**src/rtl/delay_cal_pkg.sv**
```systemverilog
// rtl/delay_cal_pkg.sv - shared definitions for the delay-line tap calibrator
// Purpose: FSM state encoding, tap-range constants and the tap clamp helper
//          used by every driver of the pixel-array delay line.
// Ports:   none (package).
package delay_cal_pkg;

    typedef enum logic [1:0] {
        ST_IDLE,
        ST_SETTLE,
        ST_SAMPLE,
        ST_EVAL
    } cal_state_t;

    localparam int         NUM_TAPS = 6;
    localparam logic [2:0] MAX_TAP  = 3'd5;

    // Codes 6 and 7 do not exist on the delay line; pin them to the last tap.
    function automatic logic [2:0] clamp_tap(input logic [2:0] tap);
        return (tap > MAX_TAP) ? MAX_TAP : tap;
    endfunction

endpackage

```
**src/rtl/tap_majority_counter.sv**
```systemverilog
// rtl/tap_majority_counter.sv - ones counter with strict-majority decision
// Purpose: counts high samples of the delayed signal while enabled and reports
//          whether strictly more than half of SAMPLE_CYCLES samples were high.
// Ports:   clk, rst_n (async, active-low), clear, enable, sample (data bit),
//          ones (running count), majority (ones*2 > SAMPLE_CYCLES).
module tap_majority_counter #(
    parameter int SAMPLE_CYCLES = 16
) (
    input  logic                             clk,
    input  logic                             rst_n,
    input  logic                             clear,
    input  logic                             enable,
    input  logic                             sample,
    output logic [$clog2(SAMPLE_CYCLES):0]   ones,
    output logic                             majority
);

    localparam int         CW         = $clog2(SAMPLE_CYCLES) + 1;
    localparam logic [CW:0] LIMIT     = (CW + 1)'(SAMPLE_CYCLES);

    // One extra bit lets the count reach SAMPLE_CYCLES without wrapping.
    always_ff @(posedge clk or negedge rst_n) begin
        if (!rst_n) begin
            ones <= '0;
        end else if (clear) begin
            ones <= '0;
        end else if (enable && sample) begin
            ones <= ones + 1'b1;
        end
    end

    // A tie (exactly half high) resolves to 0.
    assign majority = ({ones, 1'b0} > LIMIT);

endmodule

```
**src/rtl/delay_tap_calibrator.sv**
```systemverilog
// rtl/delay_tap_calibrator.sv - delay-line tap sweep and lock controller
// Purpose: on Start sweeps taps 0-5, majority-samples the delayed signal per tap
//          and locks to the first tap whose level differs from tap 0. When idle,
//          drives the locked tap or a clamped manual override.
// Ports:   Clk, ResetB (async, active-low), Start, ManualEn, ManualSelect[2:0],
//          DelayedSample, Select[2:0], Busy, Done, Found, CalSelect[2:0].
module delay_tap_calibrator
    import delay_cal_pkg::*;
#(
    parameter int SETTLE_CYCLES = 4,
    parameter int SAMPLE_CYCLES = 16
) (
    input  logic       Clk,
    input  logic       ResetB,
    input  logic       Start,
    input  logic       ManualEn,
    input  logic [2:0] ManualSelect,
    input  logic       DelayedSample,
    output logic [2:0] Select,
    output logic       Busy,
    output logic       Done,
    output logic       Found,
    output logic [2:0] CalSelect
);

    localparam logic [7:0] SETTLE_LAST = 8'(SETTLE_CYCLES - 1);
    localparam logic [7:0] SAMPLE_LAST = 8'(SAMPLE_CYCLES - 1);

    cal_state_t state, state_next;
    logic [7:0] cnt, cnt_next;
    logic [2:0] tap, tap_next;
    logic       ref_level, ref_level_next;
    logic       done_next, found_next;
    logic [2:0] cal_next, select_next;
    logic       busy_next;
    logic       majority;
    logic [$clog2(SAMPLE_CYCLES):0] ones;

    // The ones counter is held clear for the whole settle window, so it is
    // zero on the first SAMPLE cycle and complete by the EVAL cycle.
    tap_majority_counter #(
        .SAMPLE_CYCLES(SAMPLE_CYCLES)
    ) u_majority (
        .clk      (Clk),
        .rst_n    (ResetB),
        .clear    (state == ST_SETTLE),
        .enable   (state == ST_SAMPLE),
        .sample   (DelayedSample),
        .ones     (ones),
        .majority (majority)
    );

    always_ff @(posedge Clk or negedge ResetB) begin
        if (!ResetB) begin
            state     <= ST_IDLE;
            cnt       <= '0;
            tap       <= '0;
            ref_level <= 1'b0;
            Done      <= 1'b0;
            Found     <= 1'b0;
            CalSelect <= '0;
            Select    <= '0;
        end else begin
            state     <= state_next;
            cnt       <= cnt_next;
            tap       <= tap_next;
            ref_level <= ref_level_next;
            Done      <= done_next;
            Found     <= found_next;
            CalSelect <= cal_next;
            Select    <= select_next;
        end
    end

    always_comb begin
        state_next     = state;
        cnt_next       = cnt;
        tap_next       = tap;
        ref_level_next = ref_level;
        done_next      = Done;
        found_next     = Found;
        cal_next       = CalSelect;

        case (state)
            ST_IDLE: begin
                if (Start) begin
                    state_next = ST_SETTLE;
                    cnt_next   = '0;
                    tap_next   = '0;
                    done_next  = 1'b0;
                    found_next = 1'b0;
                end
            end
            ST_SETTLE: begin
                if (cnt == SETTLE_LAST) begin
                    state_next = ST_SAMPLE;
                    cnt_next   = '0;
                end else begin
                    cnt_next = cnt + 8'd1;
                end
            end
            ST_SAMPLE: begin
                if (cnt == SAMPLE_LAST) begin
                    state_next = ST_EVAL;
                    cnt_next   = '0;
                end else begin
                    cnt_next = cnt + 8'd1;
                end
            end
            ST_EVAL: begin
                if (tap == 3'd0) begin
                    ref_level_next = majority;
                    tap_next       = 3'd1;
                    state_next     = ST_SETTLE;
                end else if (majority != ref_level) begin
                    cal_next   = tap;
                    found_next = 1'b1;
                    done_next  = 1'b1;
                    state_next = ST_IDLE;
                end else if (tap == MAX_TAP) begin
                    cal_next   = 3'd0;
                    found_next = 1'b0;
                    done_next  = 1'b1;
                    state_next = ST_IDLE;
                end else begin
                    tap_next   = tap + 3'd1;
                    state_next = ST_SETTLE;
                end
            end
            default: state_next = ST_IDLE;
        endcase

        // Select is computed from next-state values so that the sweep tap,
        // and at sweep end the idle source, appear on the same edge as Busy.
        busy_next = (state_next != ST_IDLE);
        if (busy_next) begin
            select_next = tap_next;
        end else if (ManualEn) begin
            select_next = clamp_tap(ManualSelect);
        end else begin
            select_next = cal_next;
        end
    end

    assign Busy = (state != ST_IDLE);

endmodule
```
**config.mk**
```make
export PLATFORM = sky130hd
export DESIGN_NAME = delay_tap_calibrator
export DESIGN_NICKNAME = d
export VERILOG_FILES = /design/src/rtl/delay_cal_pkg.sv /design/src/rtl/tap_majority_counter.sv /design/src/rtl/delay_tap_calibrator.sv
export SDC_FILE = /design/constraint.sdc
export NUM_CORES = 1
export LEC_CHECK = 0
export BUFFER_PORTS_ARGS = -buffer_cell sky130_fd_sc_hd__buf_4
export CAP_MARGIN = 15
export CORE_ASPECT_RATIO = 0.6
export CORE_MARGIN = 10
export CORE_UTILIZATION = 56
export DETAILED_ROUTE_END_ITERATION = 8
export PLACE_DENSITY = 0.76
export REMOVE_ABC_BUFFERS = 1
export SETUP_SLACK_MARGIN = 0.02
export SYNTH_ARGS = -nofsm -noshare
export SYNTH_HDL_FRONTEND = slang
export SYNTH_SLANG_ARGS = --single-unit
```
**constraint.sdc**
```tcl
create_clock -name Clk -period 2.92 [get_ports Clk]
set_input_delay 0.584 -clock Clk [delete_from_list [all_inputs] [get_ports Clk]]
set_output_delay 0.584 -clock Clk [all_outputs]
set_load 0.005 [all_outputs]
```
==> results of run 1 <==
[per-stage QoR]
stage               total power [mW]  hold slack (ns)  worst slack (ns)  util [%]  std cells
detailed placement              1.33            0.503             0.557      66.9        214
floorplan                       1.07            0.288             0.709         -        166
global route                    1.68            0.214             0.397      68.6        218
global placement                1.29            0.486             0.647      66.9        214
CTS                             1.55            0.209             0.522      68.6        218
finish                          1.56            0.204             0.526      68.6        218
[worst max-delay path by stage]
stage	end	slack, ns	depth (start not counted)
global route	Select[1]	0.40	7
floorplan	Select[0]	0.71	6
global placement	Select[1]	0.65	6
detailed placement	Select[1]	0.56	6
CTS	Select[1]	0.52	6
finish	Select[1]	0.53	6
[cells in the final DEF (no fill, tap or decap), types with 6 or more instances in the layout]
cell and n:
a21oi_1 6, buf_4 16, dfrtp_1 27, ha_1 11, inv_1 15, nand2_1 10, nand2b_1 7, nand3_1 7
nor2_1 13, o21ai_0 11
[cells by family (layout without fill, tap and decap cells)]
| group | count (synthesis) | after routing | synth area share (%) |
|---|---|---|---|
| simple gates | 52 | 52 | 16.6 |
| compound gates | 47 | 47 | 20.1 |
| flops | 27 | 27 | 42.0 |
| buf+inv | 18 | 35 | 4.28 |
| fa+ha+maj | 11 | 11 | 8.55 |
| mux | 8 | 8 | 5.29 |
| xor+xnor | 6 | 6 | 3.27 |
[final cells by class]
class                      count  area, µm²
timing repair buffer          16        120
clock buffer                   4       45.0
multi-input combinational    124        865
inverter                      15       56.3
tap                           32       40.0
fill                         204        826
sequential                    27        676
[flip-flops by register name, summed over array words and instances, names as in the netlist]
| name | flops |
|---|---|
| cnt | 8 |
| u_majority.ones | 5 |
| CalSelect | 3 |
| Select | 3 |
| tap | 3 |
| state | 2 |
| Done | 1 |
| Found | 1 |
| ref_level | 1 |
[cells in the mapped netlist, drive strengths merged, types with 4 or more instances]
master / instances / area share (%)
nand3: 7 / 2.2
o21a: 4 / 1.9
mux2i: 4 / 2.5
and3: 4 / 1.6
ha: 11 / 8.6
mux2: 4 / 2.8
nand2b: 7 / 2.7
a21oi: 6 / 1.9
o31ai: 5 / 2.3
o21ai: 16 / 5.0
nor2b: 4 / 1.6
inv: 15 / 3.5
dfrtp: 27 / 42
nor2: 13 / 3.0
nand2: 10 / 2.3
[worst reg2reg max path, cell delays in order, from the launching register on]
cell	delay [ns]
dfrtp_1	0.43
or4_4	0.57
o31a_1	0.32
o21a_1	0.19
a221oi_2	0.21
a32o_2	0.21
mux2_1	0.34
[layer usage]
layer	wire [µm]	share of wire (%)	vias to the layer above
li1	-	-	637
met3	328	8.4	5
met2	1720	44	54
met5	0	0	-
met4	37	0.94	0
met1	1840	47	661
[where the power goes]
group | internal (mW) | switching (mW)
clock network | 0.0981 | 0.118
logic | 0.328 | 0.484
registers | 0.452 | 0.0784
==> summary.txt, run 1 <==
Place
  – Post-DP Area: 1760 µm²
  – Port bufs: 16
  – GPL Wtd Cong: 0.922
  – HPWL Detailed: 3.09 mm

Synthesis
  – Yosys warning total: 0
  – Syn_area_per_cell: 9.52 µm²
  – EDFF count, synth: 0
  – Primary FF master, synth: dfrtp_1
  – Sequential share of the synthesized area: 42.0%
  – Netlist cell types: 38
  – Post-Synthesis Cells: 169
  – Yosys reg bits: 27
  – FFs w/ async S/R, synth: 100%
  – Mapped cell area: 1610 µm²

Timing
  – RSZ-0062 raised after global routing: false
  – Worst rel slew slack: 66.7%
  – Slew Viols, Final: 0
  – Worst-margin pin slew: 0.496 ns
  – Final worst-path cycle share: 82.0%
  – Setup TNS: 0 ns
  – Hold Vio Cnt, Final: 0
  – F_max: 0.418 GHz
  – Fin crit period: 2.39 ns
  – Final Skew: 0.00462 ns
  – # setup viols final: 0

Clocking
  – H-Tree Depth: 1
  – Clk sinks: 27
  – CTS Buf Count: 3
  – CTS Root Cell: clkbuf_8
  – Clock-pin slew on the worst setup and hold paths: 0.09 ns
  – Clock latency on the worst-skew pair: 0.28 ns
  – Hold buffers post-CTS: 0
  – # Post-CTS Setup Buffers: 0
  – Post-CTS Resized: 0
  – Clock buffer depth: 2
  – CTS tree: built

Critical path
  – CP Launch Type: flip-flop
  – CP arrival: 2.55 ns
  – Max incr delay on CP: 0.57 ns
  – Crit path capture type: flip-flop
  – Cell family with most CP delay: compound AO/OA/AOI/OAI gates
  – CP max FO: 4
  – Critical path class: reg2reg
  – R2r setup slk: 0.53 ns
  – Worst reg2reg path endpoint: Select[1]
  – R2r startpoint: cnt[6]
  – CP required: 3.08 ns
  – Worst path buffer plus inverter count: 0
  – Worst r2r path cells: 6
  – CP Cell Sequence: or4_4 -> o31a_1 -> o21a_1 -> a221oi_2 -> a32o_2 -> mux2_1
  – Worst path slowest cell: or4_4
  – Worst Setup SP: cnt[6]

GRT
  – Global Route Usage Sum: 15.1%
  – Initial antenna violation count: 0
  – Vias in the first global route: 1,284
  – Met3 Use GR: 4.74%
  – GRT busiest layer: met2
  – Total grt overflow: 0
  – Met1 usage: 20.9%
  – Pin count of the biggest net entering global routing: 28
  – Met2 usage: 22.7%
  – First-pass GRT wire length: 6.35 mm

Floorplanning
  – Cell Rows: 14
  – Core ar.: 2630 µm²
  – I/O pin total: 17
  – Die height: 61.5 µm
  – Die Wd: 89.2 µm
  – Die area: 5490 µm²
  – Starting Density: 61.2%

Layout
  – Antenna diodes: 0
  – Layout area overhead: 12.0%
  – Final instance area: 1800 µm²
  – Layout cell share with drive strength beyond 1: 12.9%
  – Nets: 206

Pwr
  – Leak: 0.855 nW
  – Pwr dens: 865 nW/µm²
  – Maximum vdd drop: 0.478 mV

Route
  – DRC violations left: 0
  – Final ANT Viol Nets: 0
  – WL per Instance: 18.0 µm
  – Via density: 6.22
  – Starting DRC count in detailed routing: 100
  – Routed WL: 3.93 mm
  – Vias: 1,357
  – Drt first pass iters: 4

Hold path
  – Worst hold path class: in2async

Run
  – Max cap viols: 0

Status
  – Status: finished, final reports clean
Power figures use the tool's default switching activity.
==> run 2: changes to the inputs <==
--- a/config.mk
+++ b/config.mk
@@ -5,6 +5,7 @@
 export SDC_FILE = /design/constraint.sdc
 export NUM_CORES = 1
 export LEC_CHECK = 0
+export ABC_AREA = 1
 export BUFFER_PORTS_ARGS = -buffer_cell sky130_fd_sc_hd__buf_4
 export CAP_MARGIN = 15
 export CORE_ASPECT_RATIO = 0.6
==> constraint.sdc (replaced) <==
create_clock -name Clk -period 2.3 [get_ports Clk]
set_input_delay 0.46 -clock Clk [delete_from_list [all_inputs] [get_ports Clk]]
set_output_delay 0.46 -clock Clk [all_outputs]
set_load 0.005 [all_outputs]
==> summary.txt, run 2 <==
Clocking
  – Clk sinks: 27
  – CTS Root Cell: clkbuf_8
  – H-Tree Depth: 1
  – Clock-pin slew on the worst setup and hold paths: 0.09 ns
  – Clock buffer depth: 2
  – Post-CTS Resized: 0
  – Clock latency on the worst-skew pair: 0.27 ns
  – # Post-CTS Setup Buffers: 0
  – CTS Buf Count: 3
  – Hold buffers post-CTS: 0
  – CTS tree: built

Floorplanning
  – Die Wd: 90.9 µm
  – Core ar.: 2870 µm²
  – Die height: 62.5 µm
  – I/O pin total: 17
  – Starting Density: 58.8%
  – Die area: 5680 µm²
  – Cell Rows: 15

Timing
  – Setup TNS: 0 ns
  – Final Skew: 0.00310 ns
  – Hold Vio Cnt, Final: 0
  – # setup viols final: 0
  – Fin crit period: 1.80 ns
  – RSZ-0062 raised after global routing: false
  – Worst rel slew slack: 75.1%
  – Final worst-path cycle share: 78.4%
  – Slew Viols, Final: 0
  – Worst-margin pin slew: 0.369 ns
  – Final setup margin: 0.496 ns
  – F_max: 0.554 GHz

Synthesis
  – Yosys warning total: 0
  – FFs w/ async S/R, synth: 100%
  – Sequential share of the synthesized area: 40.0%
  – Mapped cell area: 1690 µm²
  – Primary FF master, synth: dfrtp_1
  – Dominant cells by area after synthesis: dfrtp_1 (40%), nand2_1 (8.7%), ha_1 (8.2%)
  – Top-area cell type share of the netlist area: 40.0%
  – Netlist cell types: 30
  – Syn_area_per_cell: 8.23 µm²
  – Yosys reg bits: 27
  – Post-synth top area cell: dfrtp_1
  – Post-Synthesis Cells: 205
  – EDFF count, synth: 0
  – Most common cell in the netlist: nand2_1
  – Most frequent cells after synthesis: nand2_1 (39), inv_1 (28), dfrtp_1 (27)

Route
  – Met3 routed WL: 216 µm
  – Final ANT Viol Nets: 0
  – Drt first pass iters: 4
  – Starting DRC count in detailed routing: 53
  – Met1 WL: 1.76 mm
  – Routed WL: 3.38 mm
  – Met2 routed WL: 1.36 mm
  – DR top layer: met4
  – WL per Instance: 12.7 µm
  – Vias: 1,349
  – DRC violations left: 0
  – Via density: 5.05

Place
  – DP Worst Slack: 0.528 ns
  – HPWL Detailed: 2.78 mm
  – GPL Wtd Cong: 0.846
  – Port bufs: 16

Layout
  – Layout area overhead: 13.0%
  – Layout cell share with drive strength beyond 1: 25.3%
  – Most common cell after layout, fill and taps aside: nand2_1
  – Top Registers: cnt: 8 flops, u_majority.ones: 5 flops
  – Nets: 245
  – Largest Register: cnt
  – Max FFs per register: 8
  – Most frequent cells in the layout: nand2_1 (39), inv_1 (28), dfrtp_1 (27)
  – Antenna diodes: 0

GRT
  – Vias in the first global route: 1,340
  – Total grt overflow: 0
  – First-pass GRT wire length: 6.00 mm
  – Global Route Usage Sum: 12.7%
  – Pin count of the biggest net entering global routing: 28
  – Initial antenna violation count: 0

Pwr
  – Pwr dens: 829 nW/µm²
  – Maximum vdd drop: 0.613 mV
  – Total Power: 1.58 mW
  – Leak: 0.986 nW

Hold path
  – Worst hold path class: in2async

Critical path
  – CP Launch Type: flip-flop
  – CP required: 2.46 ns
  – CP max FO: 7
  – CP arrival: 1.96 ns
  – Critical path class: reg2reg
  – Crit path capture type: flip-flop

Run
  – Max cap viols: 0

Status
  – Status: finished, final reports clean
[run 2: changes by cell type after synthesis, moves of 6 or more]
cell      before  now
inv_1         15   28
inv_2          0    6
nand2_1       10   39
nand2_2        0   12
nand2b_1       7    0
nand3_1        7   15
[run 2: cells by family after synthesis]
| kind of cell | after synthesis | synth area share [%] |
|---|---|---|
| and+or+nand+nor | 99 | 30.7 |
| buffers and inverters | 34 | 7.56 |
| AOI/OAI and AO/OA | 30 | 11.4 |
| DFF | 27 | 40.0 |
| adders and majority gates | 11 | 8.15 |
| xor gates and xnor gates | 3 | 1.56 |
| muxes | 1 | 0.593 |
[run 2: layout make-up]
class / count / area [µm²]
Inverter: 34 / 128
Multi-Input combinational cell: 144 / 885
Clock inverter: 1 / 5.00
Fill cell: 250 / 965
Tap cell: 42 / 52.6
Clock buffer: 3 / 41.3
Timing Repair Buffer: 16 / 120
Sequential cell: 27 / 676
[run 2: per-stage QoR]
step	utilization [%]	instance area, µm²	instances	hold WS, ns
floorplan	-	1690	205	0.164
global placement	64.8	1860	263	0.387
detailed placement	64.8	1860	263	0.391
CTS	66.4	1910	267	0.0846
global route	66.4	1910	267	0.0908
finish	66.4	1910	267	0.0768
[run 2: critical path: stages, from the launching register on]
cell and delay, ns:
dfrtp_1 0.47, inv_1 0.12, ha_1 0.20, inv_2 0.14, nor2_4 0.08, nor2_4 0.15
inv_2 0.10, nor2_2 0.13, nand3_1 0.10, xor2_1 0.15, nor2_1 0.06
[run 2: path summary, 6_finish.rpt]
check,from,endpoint,slack [ns],depth (start not counted)
max,state[1],cnt[6],0.50,10
min,ResetB,cnt[1],0.08,1
max reg2reg,state[1],cnt[6],0.50,10
min reg2reg,CalSelect[2],CalSelect[2],0.51,2
max in group asynchronous,ResetB,tap[0],1.97,1
min in group Clk,DelayedSample,u_majority.ones[0],0.51,3
[run 2: per-layer routing]
metal | global-route usage [%] | vias up
met4 | 4.47 | 0
li1 | - | 694
met5 | 0 | -
met3 | 4.44 | 5
met2 | 18.4 | 35
met1 | 16.9 | 615
[run 2: report_power, final]
part	internal, mW	switching [mW]
Clock	0.122	0.145
Sequential	0.531	0.0579
Combinational	0.250	0.475
Total	0.903	0.677
==> run 3: changes to the inputs <==
==> constraint.sdc (replaced) <==
create_clock -name Clk -period 1.9 [get_ports Clk]
set_input_delay 0.38 -clock Clk [delete_from_list [all_inputs] [get_ports Clk]]
set_output_delay 0.38 -clock Clk [all_outputs]
set_load 0.005 [all_outputs]
==> summary.txt, run 3 (synthesis gave the netlist of run 2 again) <==
Clocking
  – Clk sinks: 27
  – CTS Root Cell: clkbuf_8
  – CTS tree: built
  – CTS Buf Count: 3
  – Clock-pin slew on the worst setup and hold paths: 0.09 ns
  – # Post-CTS Setup Buffers: 0
  – Clock buffer depth: 2
  – Hold buffers post-CTS: 0
  – H-Tree Depth: 1
  – Clock latency on the worst-skew pair: 0.27 ns

Critical path
  – R2r startpoint: state[0]
  – Crit path capture type: flip-flop
  – CP max FO: 7
  – Critical path class: reg2reg
  – CP arrival: 1.90 ns
  – Worst reg2reg path endpoint: cnt[6]
  – CP required: 2.06 ns
  – Worst r2r path cells: 10
  – R2r setup slk: 0.16 ns
  – CP Launch Type: flip-flop

Layout
  – Final Util: 66.5%
  – Nets: 245
  – Layout cell share with drive strength beyond 1: 26.2%
  – Most common cell after layout, fill and taps aside: nand2_1
  – Final instance area: 1910 µm²
  – FILL cells: 231
  – Final Non-Filler Cells: 267
  – Largest Register: cnt
  – Antenna diodes: 0
  – Max FFs per register: 8
  – Top Registers: cnt: 8 flops, u_majority.ones: 5 flops
  – Most frequent cells in the layout: nand2_1 (39), inv_1 (28), dfrtp_1 (25)
  – Footprint of the multi-input gates: 885 µm²
  – Sequential cell area: 678 µm²
  – Layout area overhead: 13.1%

Timing
  – Final Skew: 0.00388 ns
  – WHS: -0.00229 ns
  – Setup TNS: 0 ns
  – # setup viols final: 0
  – F_max: 0.574 GHz
  – Worst-margin pin slew: 0.338 ns
  – RSZ-0062 raised after global routing: false
  – Final worst-path cycle share: 91.7%
  – Fin crit period: 1.74 ns
  – Hold Vio Cnt, Final: 8
  – Worst rel slew slack: 77.5%
  – Slew Viols, Final: 0

Pwr
  – Power Internal: 1.10 mW
  – Pwr dens: 1000 nW/µm²
  – Sequential share of power: 37.5%
  – Leak: 0.984 nW
  – Net switching power: 817 µW
  – Maximum vdd drop: 0.711 mV
  – Sw frac: 42.7%
  – Combinational group share of total power: 45.7%
  – Clock Power Share: 16.8%

GRT
  – Total grt overflow: 0
  – Pin count of the biggest net entering global routing: 28
  – Global Route Usage Sum: 12.8%
  – Initial antenna violation count: 0
  – Vias in the first global route: 1,377
  – First-pass GRT wire length: 6.17 mm

Floorplanning
  – Die height: 62.5 µm
  – Core ar.: 2870 µm²
  – Starting Density: 58.8%
  – Die Wd: 90.9 µm
  – I/O pin total: 17
  – Die area: 5680 µm²
  – Cell Rows: 15

Place
  – GPL Wtd Cong: 0.845
  – Post-DP Area: 1860 µm²
  – DP Cell Count: 263
  – Port bufs: 16
  – HPWL Detailed: 2.76 mm

Route
  – DRC violations left: 0
  – Drt first pass iters: 5
  – Vias: 1,332
  – Routed WL: 3.40 mm
  – Starting DRC count in detailed routing: 96
  – Via density: 4.99
  – WL per Instance: 12.7 µm
  – Final ANT Viol Nets: 0

Hold path
  – Worst hold path class: in2async

Status
  – Status: finished with violations
  – Failing checks: negative hold slack

Run
  – Max cap viols: 0
-- run 3: cell counts in the layout (fill, tap and decap cells not counted) --
No cell type changed its count.
-- run 3: worst max path at each step --
stage                        start        end  slack, ns  cells after the start
after CTS                 state[0]     cnt[6]       0.12                     10
after floorplan           state[1]     cnt[6]       0.33                     10
after global routing      state[0]     cnt[6]       0.04                     10
after global placement    state[0]  Select[1]       0.24                      7
after detailed placement  state[0]     cnt[6]       0.14                     10
final                     state[0]     cnt[6]       0.16                     10
-- run 3: repair_timing --
item                                    in CTS  in global routing
endpoints found under the setup margin       0                  4
gates resized for setup                      0                  3
endpoints found under the hold margin        0                  0
-- run 3: power groups by stage --
stage / combinational [mW] / clock [mW] / sequential [mW]
floorplan: 0.654 / 0 / 0.712
global placement: 0.852 / 0 / 0.721
detailed placement: 0.873 / 0 / 0.724
CTS: 0.875 / 0.336 / 0.714
global route: 0.992 / 0.357 / 0.728
finish: 0.875 / 0.321 / 0.719
-- run 3: cell type report --
| type | count | area share [%] |
|---|---|---|
| timing repair buffer | 16 | 6.29 |
| inverter | 34 | 6.68 |
| clock buffer | 3 | 2.16 |
| tap | 42 | 2.75 |
| clock inverter | 1 | 0.262 |
| sequential | 27 | 35.5 |
| multi-input combinational | 144 | 46.3 |
-- run 3: worst max-delay path, stage by stage (launching register included) --
cell and delay [ns]:
dfrtp_2 0.42, inv_1 0.09, ha_1 0.21, inv_2 0.14
nor2_4 0.08, nor2_4 0.15, inv_2 0.10, nor2_2 0.13
nand3_1 0.10, xor2_1 0.15, nor2_1 0.06
-- run 3: per-layer routing --
layer / GRT usage (%) / routed length (µm)
met5: 0 / 0
met4: 5.06 / 26
met3: 4.68 / 210
met2: 18.1 / 1430
met1: 17.2 / 1730
-- run 3: metrics by stage --
step | setup WS, ns | hold WS (ns) | power (mW)
2_1_floorplan | 0.332 | 0.0844 | 1.37
3_5_place_dp | 0.137 | 0.311 | 1.60
6_report | 0.157 | -0.00229 | 1.91
3_3_place_gp | 0.236 | 0.307 | 1.57
4_1_cts | 0.117 | 0.00110 | 1.92
5_1_grt | 0.0402 | 0.00863 | 2.08
